File: config.mk
export PLATFORM = sky130hd
export DESIGN_NAME = inplace_swap_engine
export DESIGN_NICKNAME = d
export VERILOG_FILES = /design/src/rtl/inplace_swap_engine.sv
export SDC_FILE = /design/constraint.sdc
export NUM_CORES = 1
export LEC_CHECK = 0
export CORE_ASPECT_RATIO = 0.9
export CORE_UTILIZATION = 53
export DETAILED_ROUTE_END_ITERATION = 8
export GPL_ROUTABILITY_DRIVEN = 1
export HOLD_SLACK_MARGIN = 0.03
export PLACE_DENSITY = 0.77
export SLEW_MARGIN = 20
export SYNTH_ARGS = -nofsm -noshare
export SYNTH_HDL_FRONTEND = slang
export SYNTH_SLANG_ARGS = --single-unit
File: constraint.sdc
create_clock -name clk -period 3.1 [get_ports clk]
set_input_delay 0.62 -clock clk [delete_from_list [all_inputs] [get_ports clk]]
set_output_delay 0.62 -clock clk [all_outputs]
set_load 0.02 [all_outputs]
File: src/rtl/inplace_swap_engine.sv
// In-place swap engine: a small register file whose entries can be
// swapped without temporary storage. A swap runs three add/sub or XOR
// steps, one step per clock, through a single shared ALU.
module inplace_swap_engine #(
    parameter int WIDTH  = 4,
    parameter int DEPTH  = 8,
    parameter int ADDR_W = 3
) (
    input  logic              clk,
    input  logic              rst_n,
    input  logic              wr_en,
    input  logic [ADDR_W-1:0] wr_addr,
    input  logic [WIDTH-1:0]  wr_data,
    input  logic [ADDR_W-1:0] rd_addr,
    output logic [WIDTH-1:0]  rd_data,
    input  logic              cmd_valid,
    output logic              cmd_ready,
    input  logic [ADDR_W-1:0] cmd_idx_a,
    input  logic [ADDR_W-1:0] cmd_idx_b,
    input  logic              cmd_mode,
    output logic              busy,
    output logic              done
);

    typedef enum logic [2:0] {
        IDLE = 3'd0,
        S1   = 3'd1,
        S2   = 3'd2,
        S3   = 3'd3,
        DONE = 3'd4
    } state_t;

    state_t            state, state_next;
    logic [WIDTH-1:0]  mem [DEPTH];
    logic [ADDR_W-1:0] idx_a, idx_b;
    logic              mode;

    logic              accept;
    logic [WIDTH-1:0]  op_a, op_b, alu_res;
    logic              alu_we;
    logic [ADDR_W-1:0] alu_dst;

    assign rd_data = mem[rd_addr];
    assign accept  = cmd_valid && (state == IDLE);
    assign op_a    = mem[idx_a];
    assign op_b    = mem[idx_b];

    // State register
    always_ff @(posedge clk or negedge rst_n) begin
        if (!rst_n) state <= IDLE;
        else        state <= state_next;
    end

    // Latch the command operands when a swap is accepted
    always_ff @(posedge clk or negedge rst_n) begin
        if (!rst_n) begin
            idx_a <= '0;
            idx_b <= '0;
            mode  <= 1'b0;
        end else if (accept) begin
            idx_a <= cmd_idx_a;
            idx_b <= cmd_idx_b;
            mode  <= cmd_mode;
        end
    end

    // Next-state, handshake outputs and the shared ALU step selection
    always_comb begin
        state_next = state;
        cmd_ready  = 1'b0;
        busy       = 1'b1;
        done       = 1'b0;
        alu_we     = 1'b0;
        alu_dst    = idx_a;
        alu_res    = '0;
        unique case (state)
            IDLE: begin
                cmd_ready = 1'b1;
                busy      = 1'b0;
                if (cmd_valid)
                    // a self-swap would zero the entry, so skip the steps
                    state_next = (cmd_idx_a == cmd_idx_b) ? DONE : S1;
            end
            S1: begin
                alu_we     = 1'b1;
                alu_res    = mode ? (op_a ^ op_b) : (op_a + op_b);
                state_next = S2;
            end
            S2: begin
                alu_we     = 1'b1;
                alu_dst    = idx_b;
                alu_res    = mode ? (op_a ^ op_b) : (op_a - op_b);
                state_next = S3;
            end
            S3: begin
                alu_we     = 1'b1;
                alu_res    = mode ? (op_a ^ op_b) : (op_a - op_b);
                state_next = DONE;
            end
            DONE: begin
                done       = 1'b1;
                state_next = IDLE;
            end
            default: state_next = IDLE;
        endcase
    end

    // Register file: external loads only in IDLE, otherwise ALU write-back
    always_ff @(posedge clk or negedge rst_n) begin
        if (!rst_n) begin
            for (int unsigned i = 0; i < DEPTH; i++) mem[i] <= '0;
        end else if (wr_en && (state == IDLE)) begin
            mem[wr_addr] <= wr_data;
        end else if (alu_we) begin
            mem[alu_dst] <= alu_res;
        end
    end

endmodule

Word level (Yosys, flattened, before mapping)
Index checks and enable logic that the tools add are counted.
Widths: inputs -> output; s select.
Word-level totals
  bits of input ports: 21
  flip-flop bits (word level): 42
  word-level logic and storage cells: 69
Cells by class
  reductions and logical operators: 8
  add/sub/neg operators: 2
  bitwise logic cells: 6
  $lt $le $gt $ge: 7
  multiplexer cells: 28
  eq/ne operators: 6
Operator list (count)
  $bwmux 32: 2
  $mux 32: 2
  $mux 4: 10
  $bmux 4 s3: 3
  $demux 4 s3: 2
  $ge 4x4->1 const B: 5
  $not 3->4: 5
  $pmux 3 s4: 1
  $mux 3: 3
  $lt 4x1->1 const B: 2
  $pmux 4 s2: 1
  $eq 3x2->1 const B: 2
  $add 4x4->4: 1
  $logic_and 1x1->1: 4
  $mux 1: 4
  $sub 4x4->4: 1
  $xor 4x4->4: 1
  $eq 3x1->1 const B: 1
  $eq 3x3->1: 1
  $eq 3x3->1 const B: 1
  $logic_not 3->1: 1
  $reduce_or 3->1: 1
  $ne 2x2->1 const B: 1
  $reduce_bool 2->1: 1
  $reduce_or 2->1: 1

Longest topological paths before layout
  depth after elaboration: 10
  mapped depth: 13
  mapped depth without buffers: 12

Least setup slack after synthesis
OpenSTA, ideal clock, no wires.
  kind: register to register
  start: register idx_a[0]
  end: register mem[22] (netlist name)
  setup slack: 0.204 ns
  arrival time: 2.770 ns
  clock period less this slack: 2.896 ns
  stages on the path, launching flop included: 11
  cell sequence: dfrtp_1 buf_2 mux4_2 mux2i_1 inv_1 fa_1 a22oi_1 nand2_1 o21ai_1 nor2_1 a221o_1
On the way
  longest elaborated chain between the ends: 10
  elaborated cells between the ends (all ways): 20
  those cells by class: add/sub (2); order compare (2); mux (12); bitwise (3); reduce/logical (1)
Ends and longest elaborated chain
  start: declaration: line 35  | logic [ADDR_W-1:0] idx_a, idx_b;
  start signal: assignment: line 61  | idx_a <= cmd_idx_a;
  $not 3->4 (implied by the code): line 45  | assign op_a = mem[idx_a];
  $bmux 4 s3: line 45
  $mux 4 (implied by the code) (2 in a row): line 45
  $sub 4x4->4 (tied with other cells): line 92, 97
  $mux 4 (on tied branches): line 92, 97, 86
  $pmux 4 s2: line 76  | unique case (state)
  $bwmux 32 *: line 115  | mem[alu_dst] <= alu_res;
  $mux 32 *: line 114  | end else if (alu_we) begin
  $mux 32 *: line 112  | end else if (wr_en && (state == IDLE)) begin
  end signal: indexed assignment: line 113  | mem[wr_addr] <= wr_data;
  end signal: indexed assignment: line 115
  end: declaration: line 34  | logic [WIDTH-1:0] mem [DEPTH];
Mark *: on every way between the ends. The rest lies on a longest branch, timed or not. The select of a mux whose other input is x is not followed.
A chain may end at the register's enable or synchronous reset.

Final worst setup path
  start: register idx_b[0]
  end: register mem[1] (netlist name)
On the way
  longest elaborated chain between the ends: 10
  elaborated cells between the ends (all ways): 20
  those cells by class: add/sub (2); order compare (2); mux (12); bitwise (3); reduce/logical (1)
Ends and longest elaborated chain
  start: declaration: line 35
  start signal: assignment: line 62  | idx_b <= cmd_idx_b;
  $not 3->4 (implied by the code): line 46  | assign op_b = mem[idx_b];
  $bmux 4 s3: line 46
  $mux 4 (implied by the code) (2 in a row): line 46
  $sub 4x4->4 (tied with other cells): line 92, 97
  $mux 4 (on tied branches): line 92, 97, 86
  $pmux 4 s2: line 76
  $bwmux 32 *: line 115
  $mux 32 *: line 114
  $mux 32 *: line 112
Marked as above.

==> results <==
- The worst path needs 3052 ps of the cycle, external delays included.
- Of the post-synthesis cell area, the part taken by muxes is 0.2524.
- The per-cell via count in the routed design is 6.830.
- The worst setup path is launched from a flip-flop.
- The number of antenna diodes in the final layout is 0.
- Summed over all nets, wire length on met2 after detailed routing comes to 4251 um.
- The total area inside the core boundary comes to ~5400 um^2.
- The total met3 wirelength after detailed routing is 1124 um.
- The overall die area is 6126 um^2.
- The signal on the critical path passes through mux4_2, mux2_4, ha_4, inv_2, fa_1, nor3b_2, a211oi_2, a21oi_2, o21ai_2, buf_12, nand3b_1, a31oi_1.
- The total number of yosys warnings is 0.
- In the routed design, unresolved DRC markers number 0.
- The detailed-placement wirelength estimate is 6878 um.
- Once layout is done, the placed cells without fillers occupy 3840 um^2.
- The post-synthesis compound-gate area fraction is 0.1721.
- Relative to the synthesized area, the layout overhead comes to 24.55%.
- The tree is rooted in a sky130_fd_sc_hd__clkbuf_8.
- The first global-routing pass estimated 14590 um of wire.
- The routed layout has 2807 vias.
- The async set-reset flop share out of synthesis is 1.000.
- Of the total synthesized cell area, the portion taken by AND, OR, NAND and NOR gates is 0.1388.
- The primary flip-flop cell chosen by synthesis mapping is sky130_fd_sc_hd__dfrtp_1.
- STA puts the critical path data required time at ~3300 ps.
- The count of final hold-check violations is 0.
- The number of placed instances, taps included is 399.
- At the end of the flow, the number of nets in the layout was 372.
- For this design, the sink count on the clock tree is 42.
- After synthesis the cells add up to 3083 um^2.
- Setup repair after global routing could not meet its margin everywhere.
- For this design, the slowest cell found on the critical path is sky130_fd_sc_hd__mux4_2.
- The largest net degree at the start of global routing is between 40 and 50.
- The H-tree was split into 2 levels.
- The overall die width is 82.40 um.
- The critical path class is flip-flop to flip-flop.
- The uppermost layer routed is met4.
- Setup violations remaining at the end of the flow were counted as 0.
- The number of antenna violations at the first check in global routing is 0.
- Clock-pin slew was measured on the worst setup and hold paths at 90 ps.
- Synthesis inferred 42 register bits.
- The average instance area after synthesis is between 10 and 15 um^2.
- Once layout is complete, the cells apart from fillers number 411.
- The count of max-cap constraint violations is 0.
- The number of ports placed on the die boundary is 28.
- The first-iteration detailed-routing DRC count is ~280.
- Of the available clock period, the critical path in the final layout requires 0.9845.
- The utilization after layout is 0.7096.
- The congestion estimate from routability-driven global placement came to 0.9397.
- The flow ran to the end, and the final reports show no timing, DRC or antenna violations.
- The maximum clock frequency is 0.3277 GHz.
- Of the total synthesized cell area, the portion taken by full adders, half adders and majority gates is 0.03734.
- Data on the critical path arrives at its endpoint at 3280 ps.
- After detailed routing, the wire length on met1 is 3726 um.
- Across every metal layer, demand over resource in global routing totals 0.3399.
- The proportion of layout cells with a drive suffix above 1 is 0.2791.
- STA classifies the critical path endpoint as a flip-flop.
- The post-route antenna net violation count is 0.
- Of all nets on the critical path, the largest fanout is 8.
- The die height is 74.36 um.
- The library cells used most frequently in the layout, excluding fill and tap cells, are sky130_fd_sc_hd__nor2_1 (40), sky130_fd_sc_hd__dfrtp_1 (40), sky130_fd_sc_hd__buf_4 (31).
- The clock passes through at most 2 buffers.
- The synthesized netlist net count is 320.
- The sum of negative setup slack is 0 ps.
- The number of buffers created by CTS is 5.
- Summed over all layers, the routed wires come to between 9000 and 10000 um.
- The number of global-route vias before repair is 2711.
- The dominant combinational cell family by area after synthesis is multiplexers.
- The count of buffers from port buffering is 27.
- The number of flops mapped to enable cells by yosys is 0.
- Once placement finished, the instance area stood at 3612 um^2.
- The instance count of the mapped netlist is 291.
- The first TritonRoute pass finished after 5 iterations.
- The clock tree skew after final layout is 7.787 ps.
- For this design, the CTS-stage hold fixing added 0 buffers.
- The longest individual stage delay on the worst path is roughly 540 ps.
- The clock network latency to the later pin of the worst-skew pair is roughly 300 ps.
- The initial utilization of the core area, before any placement, comes to 0.5697.
- The number of rows created at floorplan is 25.
- The unique cell type count in the Yosys netlist is 41.
- Of the total synthesized cell area, the portion taken by XOR and XNOR cells is 0.01989.
- The actual slew at the worst max-slew pin is 968.0 ps.
- The max-slew headroom at the worst pin is 0.3547.
- TritonCTS built the clock tree.
- The max-slew violation count was 0.
- The tightest min-delay check is of the input port to async pin type.
- The final global-route overflow total is 0.
- The proportion of synthesized chip area in sequential cells is 0.3409.
- The average wire per standard cell is 22.79 um.
==> logic make-up after synthesis <==
group                    after synthesis
XOR/XNOR                               7
buffers and inverters                 29
AND/OR/NAND/NOR                       85
adder cells (fa/ha/maj)                8
multiplexers                          46
flip-flops                            42
AO/OA/AOI/OAI                         74
==> through the flow <==
stage / hold WS (ps) / setup WS, ps
2_1_floorplan: 324.4 / 204.4
3_3_place_gp: 546.0 / -102.7
3_5_place_dp: 546.1 / -129.2
4_1_cts: 490.1 / 6.076
5_1_grt: 539.7 / -50.29
6_report: 463.1 / 48.02
==> state kept, by name, indices dropped and copies added (netlist names) <==
register	flops
idx_a	3
idx_b	3
mem	32
mode	1
state	3
==> final timing paths <==
path | from | end | slack (ps) | depth (start not counted)
max | idx_b[0] | mem[1] | 50 | 12
min | rst_n | state[0] | 460 | 1
max reg2reg | idx_b[0] | mem[1] | 50 | 12
min reg2reg | mem[25] | mem[25] | 580 | 1
max in group asynchronous | rst_n | idx_b[0] | 1980 | 1
min in group clk | mem[25] | mem[25] | 580 | 1
==> critical path: cells and delay by family (launching register included) <==
kind | cells | cell delay [ps]
multiplexers | 2 | 850
buffers and inverters | 2 | 230
flip-flops | 1 | 450
adder cells (fa/ha/maj) | 2 | 560
AO/OA/AOI/OAI | 4 | 490
AND/OR/NAND/NOR | 2 | 400
==> Yosys cell counts (all sizes together), types with 2 or more instances <==
master / number / area, um^2
ha: 6 / 75.07
buf: 6 / 32.53
fa: 2 / 40.04
nor4: 4 / 25.02
o21ai: 25 / 125.1
a211oi: 4 / 30.03
a22oi: 7 / 57.55
mux4: 24 / 540.5
nand3b: 2 / 15.01
a21oi: 9 / 45.04
a211o: 2 / 17.52
a31oi: 2 / 12.51
nand2b: 3 / 18.77
dfrtp: 42 / 1051
inv: 13 / 48.80
nor2: 40 / 150.1
a221o: 22 / 220.2
nor3b: 3 / 33.78
mux2i: 8 / 80.08
mux2: 14 / 157.7
xor2: 2 / 17.52
clkbuf: 10 / 37.54
xnor2: 5 / 43.79
nand3: 4 / 20.02
or3: 2 / 12.51
nor3: 8 / 40.04
nor2b: 2 / 12.51
nand2: 12 / 45.04
==> layout make-up <==
type                       instances  area (um^2)
clock buffer                       6        82.58
clock inverter                     2        60.06
fill                             418         1572
inverter                          13        48.80
multi-input combinational        220         1963
sequential                        42         1054
tap                               67        83.83
timing repair buffer              61        548.0
==> repair_timing <==
item / CTS / global route
pin swaps: 0 / 5
setup buffers: 1 / 3
resized for setup: 9 / 17
endpoints found under the setup margin: 22 / 22
==> routing by layer <==
layer	vias up	GRT usage
met5	-	0
met4	0	0.1092
met3	35	0.1092
met2	181	0.5225
met1	1363	0.4599
li1	1228	-
Power is not shown: default switching activity piles up to over one toggle a cycle in this logic, so the estimate is an artifact.
